==> src/rtl/rshift_lane_serializer.sv <==
// Ping-pong capture of full lane vectors from the right-shift bridge,
// replayed one lane per valid/ready transfer toward the score-matmul feeder.
module rshift_lane_serializer #(
  parameter int LANE_WIDTH = 256,
  parameter int NUM_LANES  = 4,
  parameter int CNT_WIDTH  = 16
) (
  input  logic                            clk,
  input  logic                            rst_n,
  input  logic                            in_valid,
  input  logic [NUM_LANES*LANE_WIDTH-1:0] in_data,
  output logic                            in_ready,
  output logic                            out_valid,
  input  logic                            out_ready,
  output logic [LANE_WIDTH-1:0]           out_data,
  output logic [$clog2(NUM_LANES)-1:0]    out_lane_idx,
  output logic                            out_last,
  output logic                            overflow,
  output logic [CNT_WIDTH-1:0]            vec_count
);

  localparam int IW = $clog2(NUM_LANES);
  localparam int VW = NUM_LANES * LANE_WIDTH;
  localparam logic [IW-1:0] LAST_IDX = IW'(NUM_LANES - 1);

  typedef enum logic {
    IDLE,
    DRAIN
  } rd_state_t;

  rd_state_t      state;
  logic [VW-1:0]  bank [2];
  logic [1:0]     full;
  logic [1:0]     full_nxt;
  logic           wr_sel;
  logic           rd_sel;
  logic           rd_sel_nxt;
  logic [IW-1:0]  lane_cnt;
  logic           cap;
  logic           drop;
  logic           xfer;
  logic           last_lane;
  logic           done;

  assign cap       = in_valid & ~full[wr_sel];
  assign drop      = in_valid & full[wr_sel];
  assign xfer      = out_valid & out_ready;
  assign last_lane = (lane_cnt == LAST_IDX);
  assign done      = xfer & last_lane;

  // A bank freed by the last-lane transfer is only seen empty next cycle,
  // so capture and free never target the same bank on one edge.
  always_comb begin
    full_nxt = full;
    if (cap) begin
      full_nxt[wr_sel] = 1'b1;
    end
    if (done) begin
      full_nxt[rd_sel] = 1'b0;
    end
    rd_sel_nxt = rd_sel ^ done;
  end

  always_ff @(posedge clk) begin
    if (!rst_n) begin
      state     <= IDLE;
      full      <= '0;
      wr_sel    <= 1'b0;
      rd_sel    <= 1'b0;
      lane_cnt  <= '0;
      overflow  <= 1'b0;
      vec_count <= '0;
    end else begin
      full   <= full_nxt;
      rd_sel <= rd_sel_nxt;
      if (cap) begin
        wr_sel    <= ~wr_sel;
        vec_count <= vec_count + CNT_WIDTH'(1);
      end
      if (drop) begin
        overflow <= 1'b1;
      end
      if (xfer) begin
        lane_cnt <= last_lane ? '0 : lane_cnt + IW'(1);
      end
      state <= full_nxt[rd_sel_nxt] ? DRAIN : IDLE;
    end
  end

  always_ff @(posedge clk) begin
    if (cap) begin
      bank[wr_sel] <= in_data;
    end
  end

  assign in_ready     = ~(full[0] & full[1]);
  assign out_valid    = (state == DRAIN);
  assign out_lane_idx = lane_cnt;
  assign out_last     = out_valid & last_lane;
  assign out_data     = bank[rd_sel][int'(lane_cnt)*LANE_WIDTH +: LANE_WIDTH];

endmodule

==> config.mk <==
export PLATFORM = sky130hd
export DESIGN_NAME = rshift_lane_serializer
export DESIGN_NICKNAME = d
export VERILOG_FILES = /design/src/rtl/rshift_lane_serializer.sv
export SDC_FILE = /design/constraint.sdc
export NUM_CORES = 2
export LEC_CHECK = 0
export CAP_MARGIN = 20
export CORE_AREA = 8 8 505 507
export CTS_CLUSTER_SIZE = 16
export DETAILED_ROUTE_END_ITERATION = 6
export DIE_AREA = 0 0 513 515
export PLACE_DENSITY_LB_ADDON = 0.1
export SLEW_MARGIN = 20
export SYNTH_ARGS = -nofsm -noshare
export SYNTH_HDL_FRONTEND = slang
export SYNTH_SLANG_ARGS = --single-unit
==> constraint.sdc <==
create_clock -name clk -period 291.2 [get_ports clk]
set_input_delay 43.68 -clock clk [delete_from_list [all_inputs] [get_ports clk]]
set_output_delay 43.68 -clock clk [all_outputs]
set_load 0.02 [all_outputs]
Yosys cells after proc, flatten, opt, wreduce, memory -nomap -nowiden:

Memories as Yosys holds them, arrays and structs flattened. A register that Yosys moved wholly into a read port is not among the register bits.
Index checks and enable logic that the tools add are counted.

* add/sub/neg operators: 2
* order comparisons: 5
* equality and inequality tests: 1
* shift-type cells: 1
* multiplexer cells: 15
* bitwise logic cells: 13
* reduce and logical (&&, ||, !) cells: 2

Operator list (count)
* $shiftx A1024 B11 Y256: 1
* $add A16 B1 Y16 const B: 1
* $mux W1: 10
* $and A1 B1 Y1: 6
* $lt A1 B2 Y1 const B: 3
* $mux W2: 3
* $not A1 Y1: 3
* $add A2 B1 Y2 const B: 1
* $and A2 B2 Y2: 1
* $demux W1 S1: 2
* $eq A2 B2 Y1 const B: 1
* $ge A1 B1 Y1 const B: 2
* $logic_and A1 B1 Y1: 2
* $not A2 Y2: 1
* $or A2 B2 Y2: 1
* $xor A1 B1 Y1: 1

* register bits: 24
* bits in writable memories: 2048
* output and inout port bits: 278
* logic and storage cells: 47
* memories: 1

Memories
* bank: words 2, bits a word 1024, read ports 1, clocked after Yosys merged registers in 1, wr ports 1, line 32 `logic [VW-1:0] bank [2];`

Depth between registers and ports, before layout:

* word-level depth: 11
* mapped depth: 6
* gate-level depth less buffers: 5

Worst setup path after synthesis:

Ideal clock, no wire load.

* path kind: input to register
* start point: input in_valid
* end point: register full[0]
* library setup time: 0.208 ns
* data arrival time: 122.420 ns
* required time: 290.992 ns
* slack: 168.572 ns
* stages: 4
* buffers on the path: 1
* path through: clkbuf_1 nor3b_1 o22ai_1 nor2_1

* word-level cells in the longest chain between the ends: 4

RTL lines
* from (decl): line 10 `input logic in_valid,`
* $and A1 B1 Y1 (*): line 45 `assign cap = in_valid & ~full[wr_sel];`
* $mux W2 (*): line 55 `if (cap) begin`
* $and A2 B2 Y2 (no line)
* $mux W2 (*): line 58 `if (done) begin`
* to (signal assigned): line 74 `full <= full_nxt;`
* to (decl): line 33 `logic [1:0] full;`

Mark *: on every way between the ends. The rest lies on a longest branch, timed or not.
A chain may end at the register's enable or synchronous reset.

==> run_results.csv <==
group,metric,value,unit
status,status,"complete, no violations",
pwr,power,0.6970,mW
setup_path,worst-path-buf-inv,5,
cts,cts_tree,"done",
cts,numCtsBuffers,227,
timing,post-route-min-period,50400,ps
grt,grt_pass1_wl,328500,um
setup_path,crit_arrival,6720,ps
setup_path,endpoint_kind,"output port",
setup_path,rr_worst_depth,6,
synth,synth_edf_count,2048,
timing,finalCritPeriodShare,0.1731,
setup_path,cp_common_cell,"buf_4",
cts,cts_resized,0,
grt,met2_usage,0.2996,
die,fp.dieArea,264200,um^2
synth,synth_top_flop_cell,"edfxtp_1",
cts,clkTransAtPathRegs,60,ps
detailed_routing,drt_iter0_markers,2889,
synth,synth-async-reset-ratio,0,
pwr,p_leak,31.93,nW
setup_path,startpoint_type,"flip-flop",
setup_path,setup.worst_path.class,"flip-flop to output port",
cts,cts_max_path_buffers,3,
timing,postLayoutSetupSlackWorst,240800,ps
cts,cts_setup_buffers,0,
place,dp_hpwl,167200,um
synth,synth_area_per_cell,25.14,um^2
setup_path,crit_required,247520,ps
detailed_routing,drc,0,
worst_hold_path,min_path_type,"flip-flop to flip-flop",
setup_path,path_cells,"buf_4, buf_4, buf_12, buf_4, mux4_2, mux2_2, clkdlybuf4s50_1",
synth,syn_inst,3088,
setup_path,r2r-start,"wr_sel$_SDFFE_PN0N_",
pwr,ir_drop,0.000005168,V
timing,setup_violations,0,
finish,final_util,0.4134,
synth,yosysWarningCount,0,
grt,busiest_layer,"met2",
run,maxCapViolations,0,
finish,regArea,62010,um^2
cts,cts_root_buf,"clkbuf_16",
timing,relSlewSlack,0.2212,
grt,grtUsageTotal,0.1750,
pwr,power.density,6.824,nW/um^2
detailed_routing,dr.pass1.iters,5,
die,rows,183,
die,design.core.area,247100,um^2
worst_hold_path,min-delay-start,"vec_count[15]$_SDFFE_PN0N_",
finish,area_growth,31.58,%
die,initial_core_util,0.3142,
synth,yosysTopAreaCell,"edfxtp_1",
grt,grt_pass1_vias,41220,
synth,synth_top_area_share,0.7923,
setup_path,path_max_fanout,98,
place,io_buffers,1305,
finish,drive_gt1_frac,0.2410,
place,gp_congestion,0.7779,
die,ios,1306,
setup_path,critical_path.slowest_cell,"buf_4",
setup_path,cpPeakStageDelay,920,ps
finish,multi_input_area,15000,um^2
synth,syn_area,77620,um^2
place,placed_area,94620,um^2
timing,fmax,19.84,MHz
synth,synth_seq_area_share,0.7987,
detailed_routing,vias,38700,
cts,cts_hold_buf,0,
synth,synthesis.nets,4118,
timing,hold_violations,0,
cts,htreeDepth,4,
die,fp.dieH,515,um
grt,grt_use_met1,0.1990,
detailed_routing,routed_wl,239300,um
die,fp.dieW,513,um
synth,ys_types,33,
timing,slew_viol_final,0,
cts,clk_latency,850,ps
grt,grt_max_degree,174,
grt,antenna_found_initial,237,
detailed_routing,via_per_inst,4.836,
worst_hold_path,holdPathStages,2,
place,place_ws,241320,ps
timing,rsz0062_at_grt,"no",
timing,worst_clock_skew,42.10,ps
finish,fillers,21850,
setup_path,regToRegSetupSlack,286690,ps
detailed_routing,post_drt_wl_per_cell,29.89,um
synth,ys_seq_elements,2073,
worst_hold_path,min_to,"vec_count[15]$_SDFFE_PN0N_",
setup_path,cp_top_family,"buffers and inverters",
setup_path,r2r-end,"bank[1][169]$_DFFE_PP_",
detailed_routing,drt.antenna.violating_nets,0,
grt,grt_use_met3,0.08220,
timing,tightestPinTransition,1168,ps
grt,grt_overflow,0,
finish,design_area,102100,um^2
finish,fin_nets,5550,
cts,clock-sinks,2073,
synth,synthTopCellsByArea,"edfxtp_1, mux4_2, mux2_2, dfxtp_1, clkbuf_1",
timing,setup_tns,0,ps
routing by layer:
metal	wire length, um	part of all wire	up-vias
li1	-	-	16310
met1	87790	0.37	20060
met2	119700	0.50	1527
met3	24490	0.10	625
met4	6170	0.026	178
met5	1122	0.0047	-
state kept, by name, indices dropped and copies added, names as in the netlist, named ones only:
signal and flops:
out_lane_idx 2, bank 2048, rd_sel 1, wr_sel 1
full 2, vec_count 16, out_valid 1, overflow 1
cells in the mapped netlist, types with 2 or more instances:
| master | count |
|---|---|
| mux2_2 | 256 |
| inv_1 | 4 |
| buf_2 | 50 |
| nand2b_1 | 2 |
| clkbuf_1 | 78 |
| nor2_1 | 19 |
| nand4_1 | 4 |
| buf_1 | 18 |
| xnor2_1 | 5 |
| o21ai_0 | 4 |
| nand4b_1 | 2 |
| nand3_1 | 8 |
| and3_1 | 4 |
| nand2_1 | 11 |
| nor3_1 | 5 |
| mux2i_1 | 3 |
| or3_1 | 3 |
| edfxtp_1 | 2048 |
| ha_1 | 2 |
| xor2_1 | 6 |
| a21oi_1 | 9 |
| mux4_2 | 512 |
| dfxtp_1 | 25 |
final cells by class:
type,count,share of cell area
Sequential cell,2073,0.6071
Clock inverter,135,0.01336
Timing Repair Buffer,1350,0.1329
Antenna cell,53,0.001299
Tap cell,3237,0.03965
Multi-Input combinational cell,864,0.1469
Inverter,4,0.0001470
Clock buffer,288,0.05867
through the flow:
| stage | hold WS, ps | cells |
|---|---|---|
| floorplan | 472.6 | 3088 |
| global placement | 452.0 | 7527 |
| detailed placement | 475.6 | 7527 |
| CTS | 488.2 | 7950 |
| global route | 513.2 | 7967 |
| finish | 485.4 | 8004 |
power breakdown:
group / leakage (nW) / switching [mW] / internal, mW
registers: 19.3 / 0.00369 / 0.348
clock network: 3.59 / 0.118 / 0.164
logic: 9.09 / 0.0309 / 0.0319
total: 31.9 / 0.153 / 0.544
worst reg2reg max path, cell delays in order, from the launching register on:
cell     delay [ps]
dfxtp_1         470
nand2_1         140
nor2_4          350
buf_4           640
buf_12          630
buf_4           950
buf_4           920
worst max-delay path by stage:
stage	end	cells after the start	startpoint	slack (ps)
3_5_place_dp	out_data[148]	7	flip-flop	241320
5_1_grt	out_data[131]	7	flip-flop	240080
6_report	out_data[139]	7	flip-flop	240800
2_1_floorplan	full[0]$_SDFF_PN0_	4	in_valid	168570
3_3_place_gp	out_data[143]	7	flip-flop	241310
4_1_cts	out_data[148]	7	flip-flop	240410
cell families (layout without fill, tap and decap cells):
| group | count (synthesis) | after routing | synth area share |
|---|---|---|---|
| DFF | 2073 | 2073 | 0.7987 |
| muxes | 772 | 772 | 0.1863 |
| buffers and inverters | 151 | 1777 | 0.008204 |
| and+or+nand+nor | 63 | 63 | 0.004110 |
| AOI/OAI and AO/OA | 16 | 16 | 0.001144 |
| xor gates and xnor gates | 11 | 11 | 0.001241 |
| adders and majority gates | 2 | 2 | 0.0003223 |
| other | 0 | 53 | 0 |
cell usage in the layout (no fill, tap or decap), types with 5 or more instances in the layout:
cell type,count
mux2_2,256
clkdlybuf4s50_1,1305
diode_2,53
clkinv_2,45
nand2_1,11
a21oi_1,9
edfxtp_1,2048
clkbuf_1,55
buf_12,12
mux4_2,512
xor2_1,6
clkinv_1,52
nand3_1,8
clkinv_16,5
bufinv_16,21
dfxtp_1,22
clkbuf_16,229
xnor2_1,5
nor3_1,5
nor2_1,18
buf_4,32
Power figures use the tool's default switching activity.
